$ cat config.mk
export PLATFORM = sky130hd
export DESIGN_NAME = cdb_arbiter_rr
export DESIGN_NICKNAME = d
export VERILOG_FILES = /design/src/rtl/cdb_arbiter_rr.sv
export SDC_FILE = /design/constraint.sdc
export NUM_CORES = 1
export LEC_CHECK = 0
export ABC_CLOCK_PERIOD_IN_PS = 3800
export CELL_PAD_IN_SITES_DETAIL_PLACEMENT = 1
export CELL_PAD_IN_SITES_GLOBAL_PLACEMENT = 2
export CORE_MARGIN = 1.5
export CORE_UTILIZATION = 19
export CTS_CLUSTER_SIZE = 40
export DETAILED_ROUTE_END_ITERATION = 8
export MAX_ROUTING_LAYER = met4
export PLACE_DENSITY_LB_ADDON = 0.1
export SKIP_CTS_REPAIR_TIMING = 1
export SYNTH_ARGS = -nofsm -noshare
export SYNTH_HDL_FRONTEND = slang
export SYNTH_SLANG_ARGS = --single-unit
$ cat constraint.sdc
create_clock -name clk_i -period 3.8 [get_ports clk_i]
set_input_delay 0.57 -clock clk_i [delete_from_list [all_inputs] [get_ports clk_i]]
set_output_delay 0.57 -clock clk_i [all_outputs]
set_load 0.02 [all_outputs]
$ cat src/rtl/cdb_arbiter_rr.sv
// rtl/cdb_arbiter_rr.sv - Common Data Bus arbiter: CH_N result channels merged into one registered stream
// Round-robin or fixed-priority (with starvation escape) selection, single output register with flush.
package cdb_pkg;
  localparam int XLEN       = 32;
  localparam int ROB_IDX_W  = 6;
  localparam int EXC_CODE_W = 4;

  typedef struct packed {
    logic [ROB_IDX_W-1:0]  rob_idx;
    logic [XLEN-1:0]       res_value;
    logic                  except_raised;
    logic [EXC_CODE_W-1:0] except_code;
  } cdb_data_t;
endpackage

module cdb_arbiter_rr
  import cdb_pkg::*;
#(
  parameter int CH_N      = 7,
  parameter int RR_EN     = 1,
  parameter int CNT_W     = 8,
  parameter int STARVE_TH = 64
) (
  input  logic                      clk_i,
  input  logic                      rst_i,
  input  logic                      flush_i,
  input  logic [CH_N-1:0]           valid_i,
  output logic [CH_N-1:0]           ready_o,
  input  cdb_data_t [CH_N-1:0]      data_i,
  output logic                      valid_o,
  input  logic                      ready_i,
  output cdb_data_t                 data_o,
  output logic [$clog2(CH_N)-1:0]   grant_ch_o
);

  localparam int GW = $clog2(CH_N);

  logic [GW-1:0]    ptr;
  logic [CNT_W-1:0] cnt [CH_N];

  logic          out_free;
  logic          grant_en;
  logic [GW-1:0] grant_idx;

  logic          rr_hi_found;
  logic [GW-1:0] rr_hi_idx;
  logic [GW-1:0] rr_lo_idx;
  logic          st_found;
  logic [GW-1:0] st_idx;
  logic [GW-1:0] fp_idx;

  assign out_free = !valid_o || ready_i;
  assign grant_en = out_free && !flush_i && (|valid_i) && !rst_i;

  // Downward scans leave the lowest matching index in each candidate.
  always_comb begin
    rr_hi_found = 1'b0;
    rr_hi_idx   = '0;
    rr_lo_idx   = '0;
    st_found    = 1'b0;
    st_idx      = '0;
    fp_idx      = '0;
    for (int k = CH_N - 1; k >= 0; k--) begin
      if (valid_i[k]) begin
        rr_lo_idx = GW'(k);
        fp_idx    = GW'(k);
        if (k >= int'(ptr)) begin
          rr_hi_found = 1'b1;
          rr_hi_idx   = GW'(k);
        end
        if (int'(cnt[k]) >= STARVE_TH) begin
          st_found = 1'b1;
          st_idx   = GW'(k);
        end
      end
    end
  end

  always_comb begin
    grant_idx = '0;
    if (RR_EN != 0) begin
      grant_idx = rr_hi_found ? rr_hi_idx : rr_lo_idx;
    end else begin
      grant_idx = st_found ? st_idx : fp_idx;
    end
  end

  always_comb begin
    ready_o = '0;
    for (int k = 0; k < CH_N; k++) begin
      ready_o[k] = grant_en && (grant_idx == GW'(k));
    end
  end

  always_ff @(posedge clk_i or posedge rst_i) begin
    if (rst_i) begin
      valid_o    <= 1'b0;
      data_o     <= '0;
      grant_ch_o <= '0;
      ptr        <= '0;
    end else begin
      if (grant_en) begin
        valid_o    <= 1'b1;
        data_o     <= data_i[grant_idx];
        grant_ch_o <= grant_idx;
      end else if (flush_i || ready_i) begin
        valid_o <= 1'b0;
      end
      // Explicit compare keeps the wrap correct for non-power-of-2 channel counts.
      if (grant_en && (RR_EN != 0)) begin
        ptr <= (grant_idx == GW'(CH_N - 1)) ? '0 : grant_idx + 1'b1;
      end
    end
  end

  always_ff @(posedge clk_i or posedge rst_i) begin
    if (rst_i) begin
      for (int k = 0; k < CH_N; k++) begin
        cnt[k] <= '0;
      end
    end else begin
      for (int k = 0; k < CH_N; k++) begin
        if ((RR_EN != 0) || !valid_i[k] || ready_o[k]) begin
          cnt[k] <= '0;
        end else if (cnt[k] != {CNT_W{1'b1}}) begin
          cnt[k] <= cnt[k] + 1'b1;
        end
      end
    end
  end

endmodule

==> summary.md, run 1 <==
| Metric | Value |
|---|---|
| Total placed instance area | about 0.0091 sq mm |
| Synth Register Bits | 50 |
| Die Span Y | 163 um |
| TritonCTS clock tree | yes |
| RSZ-0062 raised after global routing | no |
| R2R Setup Slk | a little over 0.7 ns |
| Share of the synthesized area in the top cell type | between 20% and 30% |
| Routed Antenna Nets | 0 |
| # fillers | between 2000 and 3000 |
| Synth warnings | 0 |
| Nets | roughly 1200 |
| CP Max Fanout | 5 |
| Final Util | around 37% |
| Distinct cells, synth | 55 |
| Crit Path Category | in2out |
| Via count | 6319 |
| Synth top cells by count | mux2i_1 (63), nand3_1 (52), dfrtp_1 (50) |
| Fin Setup TNS | 0 ns |
| Max stage delay on crit path | 0.56 ns |
| Area leader, netlist | dfrtp_1 |
| Slew margin rel. | 31.5% |
| MaxCap Viol Count | 0 |
| Area of the multi-input gates | between 0.003 and 0.004 sq mm |
| Share of post-route cells with drive strength above 1 | a little under 8% |
| Area contributors post-synth | dfrtp_1 (26%), mux2i_1 (13%), o211ai_1 (5.8%), nand3_1 (5.3%), o2111ai_1 (4.8%) |
| Core Box Area | between 0.02 and 0.03 sq mm |
| 1st-iter DRT viols | 351 |
| Minimum clock period | 3.67 ns |
| Final RePlAce weighted congestion | just over 0.8 |
| Status | completed |
| Hold Violations, Final | 0 |
| Main flop type after synthesis | dfrtp_1 |
| CTS Buf Count | 5 |
| Worst setup SP type | input port |
| H-tree depth | 2 |
| Register area | roughly 0.0013 sq mm |
| Initial antenna violation count | 4 |
| Drt total wl | ~29 mm |
| I/O Pins | 366 |
| Starting Density | between 10% and 20% |
| Post-synth ARST share | 100% |
| Synthesized area per cell | 8.82 sq um |
| Final Cycle Share | 96.7% |
| Port buffer count | between 300 and 400 |
| Largest net degree at the start of global routing | 67 |
| Crit-path cells | clkdlybuf4s50_1, nor3_2, a311o_1, nand3_2, and2_2, nor2_1, nor2_1, clkdlybuf4s50_1 |
| Number of synthesized flops with an enable pin | 0 |
| Worst Tran Pin Value | ~1.0 ns |
| Most frequent cell after synthesis | mux2i_1 |
| Root buffer cell | clkbuf_16 |
| DR WL/cell | around 24 um |
| All-Layer GR Usage | between 20 and 25% |
| Sequential fraction of the synthesis area | 25.6% |
| Cells after Synth | around 560 |
| Leakage | roughly 0.0036 uW |
| Mapped cell area | roughly 0.0049 sq mm |
| Die footprint | between 0.02 and 0.03 sq mm |
| Gr ovfl total | 0 |
| Via-to-Cell Ratio | ~5 |
| Die X | 163 um |
| Critical path capture point type | output pin |
| Clock tree buffer depth | 2 |
| Fin. max-slew vios | 0 |
| Worst Hold Slack | roughly 0.5 ns |
| # clock sinks | 50 |
| Worst Hold Class | reg2reg |
| Residual DRC | 0 |
| Clk_lat worst skew | a little over 0.3 ns |
| Max VDD drop | 402 uV |
| PwrDens | 574 mW/mm^2 |
| Number of global-route vias before repair | between 7000 and 8000 |
| Worst Clk Skew | about 0.0094 ns |
| Row count | 58 |
| Detailed Place HPWL | between 20 and 25 mm |
| CP required | approximately 3.2 ns |
| Endpoints failing setup | 0 |
| Crit path DAT | roughly 3.1 ns |
| P&R area growth vs syn | 88.6% |
| Crit-path slowest cell | clkdlybuf4s50_1 |
| Pre-antenna DRT Iters | 4 |
| First-pass GRT wire length | ~43 mm |
| Net Count, Synth | between 800 and 900 |
| CTS clk-pin slew, worst paths | about 0.08 ns |
| Max Fclk | approximately 270 MHz |
| Final instance area | just over 0.009 sq mm |
-- final cells by class --
cell class | instances | share of cell area, %
multi-input cells | 424 | 36.1
inverters | 11 | 0.447
well taps | 330 | 4.47
diodes | 6 | 0.163
clock buffers | 6 | 1.50
repair buffers | 405 | 43.8
flip-flops and latches | 50 | 13.6
-- kinds of logic after synthesis --
group	synth area share (%)
compound gates	38.0
simple gates	15.5
buf+inv	7.52
mux	13.1
flops	25.6
fa+ha+maj	0.256
-- routing by layer --
| layer | track usage (%) | up-vias | share of wire [%] |
|---|---|---|---|
| met2 | 38.5 | 235 | 52 |
| met1 | 24.6 | 3078 | 39 |
| li1 | - | 2968 | - |
| met5 | - | - | 0 |
| met4 | 7.98 | 0 | 2.5 |
| met3 | 4.37 | 38 | 6.6 |
-- layout by cell type, fill, tap and decap left out, types with 9 or more instances in the layout --
cell,Yosys,layout
dfrtp_1,50,50
buf_4,3,35
nand3_1,52,52
o211ai_1,38,38
and3_1,10,9
a32o_1,9,9
a21oi_1,22,22
a22oi_1,20,20
inv_1,11,10
o221a_1,20,20
clkdlybuf4s50_1,0,359
o2111a_1,16,16
a211oi_1,10,10
o21ai_0,9,9
nor4_1,17,16
mux2i_1,63,63
o2111ai_1,27,27
nand2_1,16,15
-- path summary, 6_finish.rpt --
path                            endpoint     startpoint  cells past startpoint
min reg2reg                grant_ch_o[2]  grant_ch_o[2]                      1
min in group asynchronous  grant_ch_o[1]          rst_i                      2
min                        grant_ch_o[2]  grant_ch_o[2]                      1
max reg2reg                   data_o[40]         ptr[2]                     11
max                           ready_o[0]     valid_i[6]                      8
max in group asynchronous      data_o[2]          rst_i                      3
-- power by group --
group / internal, uW / leakage [uW] / switching [uW]
logic: 1670 / 0.00292 / 2170
clock network: 257 / 0.0000688 / 232
registers: 782 / 0.000622 / 182
total: 2710 / 0.00361 / 2590
-- registers in the layout, summed over array words and instances, names as in the netlist --
register,cells
valid_o,1
ptr,3
data_o,43
grant_ch_o,3
-- worst max-delay path, delay by kind of cell --
| kind | cells | cell delay (ns) |
|---|---|---|
| and+or+nand+nor | 5 | 1.20 |
| AOI/OAI and AO/OA | 1 | 0.29 |
| buffers and inverters | 2 | 1.03 |
-- through the flow --
stage / instances / power, uW / setup WS, ns
after global routing: 1230 / 5640 / 0.0198
after floorplan: 555 / 3120 / 0.794
final: 1232 / 5290 / 0.126
after detailed placement: 1220 / 4840 / -0.0343
after global placement: 1220 / 4780 / 0.00563
after CTS: 1226 / 5360 / -0.0526
(Power assumes the default switching activity.)
==> run 2, diff against run 1 <==
- ABC_CLOCK_PERIOD_IN_PS: 3800 -> 3100
- CORE_UTILIZATION: 19 -> 16
- clock period: 3.8 -> 3.1 ns (I/O delays scaled with it)
==> summary.md, run 2 (synthesis gave the netlist of run 1 again) <==
| Metric | Value |
|---|---|
| Clock power frac | 9.1% (about the same) |
| Worst Clk Skew | 0.00638 ns (-0.00304 ns) |
| Max VDD drop | 381 uV (-5.1%) |
| Core Box Area | 0.0299 sq mm (+18%) |
| Gr ovfl total | 0 (unchanged) |
| Number of global-route vias before repair | 7278 (+1.8%) |
| Die Span Y | 178 um (+8.8%) |
| Max stage delay on crit path | 0.57 ns (about the same) |
| Share of post-route cells with drive strength above 1 | 12.8% (+4.9 points) |
| Fin. max-slew vios | 0 (unchanged) |
| Leakage | 0.00382 uW (+5.9%) |
| Final Cycle Share | a little over nine tenths |
| I/O Pins | 366 (unchanged) |
| Status | completed |
| Final Util | 32.5% (-4.1 points) |
| Fin Setup TNS | 0 ns (unchanged) |
| Final instance area | 0.00970 sq mm (+5.1%) |
| TritonCTS clock tree | yes |
| Row count | 63 (+8.6%) |
| # fillers | 3376 (+17%) |
| Logic gate share of total power | 74.1% (+1.5 points) |
| Via-to-Cell Ratio | 4.90 (-4.4%) |
| Total placed instance area | 0.00943 sq mm (+4.1%) |
| Crit path DAT | 2.54 ns (-0.56 ns) |
| CTS clk-pin slew, worst paths | 0.08 ns (about the same) |
| Hold Path Depth | 1 (unchanged) |
| Hold Violations, Final | 0 (unchanged) |
| Worst Tran Pin Value | 0.612 ns (-0.414 ns) |
| Via count | 6533 (+3.4%) |
| Endpoints failing setup | 0 (unchanged) |
| Final non-filler cell total | 1332 (+8.1%) |
| Residual DRC | 0 (unchanged) |
| Critical path capture point type | output pin |
| Largest register FFs | 43 (unchanged) |
| Worst R2R End | data_o[2] |
| Crit Path Category | in2out |
| Crit-path slowest cell | clkdlybuf4s50_1 |
| Largest net degree at the start of global routing | 74 (+10%) |
| Port buffer count | 365 (unchanged) |
| CTS Buf Count | 5 (unchanged) |
| Top reg by flops | data_o |
| Leading cell type in the layout, fill and taps excluded | clkdlybuf4s50_1 |
| Most used cell, CP | buf_4 |
| Routed Antenna Nets | 0 (unchanged) |
| Starting Density | 16.4% (-3.0 points) |
| H-tree depth | 2 (unchanged) |
| CP required | 2.63 ns (-0.60 ns) |
| Max Fclk | roughly 330 MHz |
| Most frequent cells in the layout | clkdlybuf4s50_1 (354), buf_4 (69), mux2i_1 (63) |
| Worst Hold Class | reg2reg |
| Worst setup SP type | input port |
| Root buffer cell | clkbuf_16 |
| MaxCap Viol Count | 0 (unchanged) |
| Initial antenna violation count | 3 (-1) |
| Largest registers | data_o (43), grant_ch_o (3), ptr (3) |
| 1st-iter DRT viols | 182 (-48%) |
| Crit-path cells | clkdlybuf4s50_1, buf_4, a21oi_1, o31ai_1, buf_4, o21a_1, nand2_4, nor2_1, ha_1, and3_1, buf_4 |
| Final RePlAce weighted congestion | 0.831 (about the same) |
| Pint | 3540 uW (+31%) |
| Seq pwr share | 16.8% (-1.4 points) |
| Minimum clock period | between 3 and 4 ns |
| Switching portion of total power | 48.3% (-0.58 points) |
| Inst Count DP | 1313 (+7.6%) |
| Worst r2r src | ptr[1] |
| Drt total wl | 31.2 mm (+7.1%) |
| First-pass GRT wire length | 44.4 mm (+3.6%) |
| Nets | 1251 (+3.4%) |
| # clock sinks | 50 (unchanged) |
| Die X | 178 um (+8.8%) |
| PwrDens | 706 mW/mm^2 (+23%) |
| NetSw | 3310 uW (+28%) |
| Clk_lat worst skew | 0.31 ns (about the same) |
| Clock tree buffer depth | 2 (unchanged) |
| DR WL/cell | 23.4 um (-0.95%) |
| R2R Setup Slk | 0.29 ns (-0.42 ns) |
| Slew margin rel. | 59.1% (+28 points) |
| Worst Min Path Start | grant_ch_o[2] |
| Detailed Place HPWL | 23.9 mm (+9.9%) |
| Die footprint | 0.0316 sq mm (+18%) |
| WHS Endpoint | grant_ch_o[2] |
| Pre-antenna DRT Iters | 5 (+1) |
| P&R area growth vs syn | 98.3% |
| All-Layer GR Usage | 19.4% (-2.6 points) |
| CP Max Fanout | 4 (-1) |
| Reg2Reg Depth | 9 (-2) |
run 2: cell count changes in the layout (fill, tap and decap cells not counted), moves of 3 or more:
cell             previous run  this run
clkbuf_2                    0         3
clkdlybuf4s50_1           359       354
buf_6                       0         3
diode_2                     6         3
buf_4                      35        69
buf_12                      6         9
run 2: per-layer routing:
| metal | track usage, % | share of wire (%) | vias to the layer above |
|---|---|---|---|
| li1 | - | - | 3052 |
| met5 | - | 0 | - |
| met3 | 3.49 | 5.7 | 24 |
| met2 | 35.4 | 53 | 230 |
| met4 | 4.45 | 1.3 | 0 |
| met1 | 21.6 | 40 | 3227 |
run 2: worst max-delay path, delay by kind of cell:
family                   cells  cell delay, ns
AND/OR/NAND/NOR              3            0.33
buffers and inverters        4            1.05
adder cells (fa/ha/maj)      1            0.16
AO/OA/AOI/OAI                3            0.53
run 2: final cells by class:
class                      count  area (sq um)  share of cell area, %
clock inverter                 1          5.00                 0.0516
timing repair buffer         446          4410                   45.5
clock buffer                   7           143                   1.47
tap                          390           488                   5.03
inverter                      11          41.3                  0.426
antenna                        3          7.51                 0.0774
sequential                    50          1250                   12.9
multi-input combinational    424          3360                   34.6
run 2: per-stage QoR:
stage	worst slack [ns]	hold slack (ns)	power [uW]
after floorplan	0.264	0.563	3830
after global placement	-0.431	0.468	6070
after detailed placement	-0.533	0.480	6140
after CTS	-0.558	0.510	6800
after global routing	-0.00143	0.538	7290
final	0.0926	0.509	6850
run 2: power by group through the flow:
stage / Clock (uW) / Sequential, uW / Combinational (uW)
after floorplan: 0 / 1470 / 2360
after global placement: 0 / 1150 / 4920
after detailed placement: 0 / 1160 / 4980
after CTS: 648 / 1150 / 5000
after global routing: 669 / 1190 / 5430
final: 624 / 1150 / 5080
run 2: how the worst max path moves through the flow:
stage               slack [ns]          to       start  cells past startpoint
finish                    0.09  ready_o[3]  valid_i[3]                     11
global route            -0.001  ready_o[2]  valid_i[1]                      9
CTS                      -0.56  ready_o[2]  valid_i[2]                      9
detailed placement       -0.53  ready_o[2]  valid_i[2]                      9
global placement         -0.43  ready_o[4]  valid_i[2]                      8
floorplan                 0.26  ready_o[3]      ptr[1]                     12
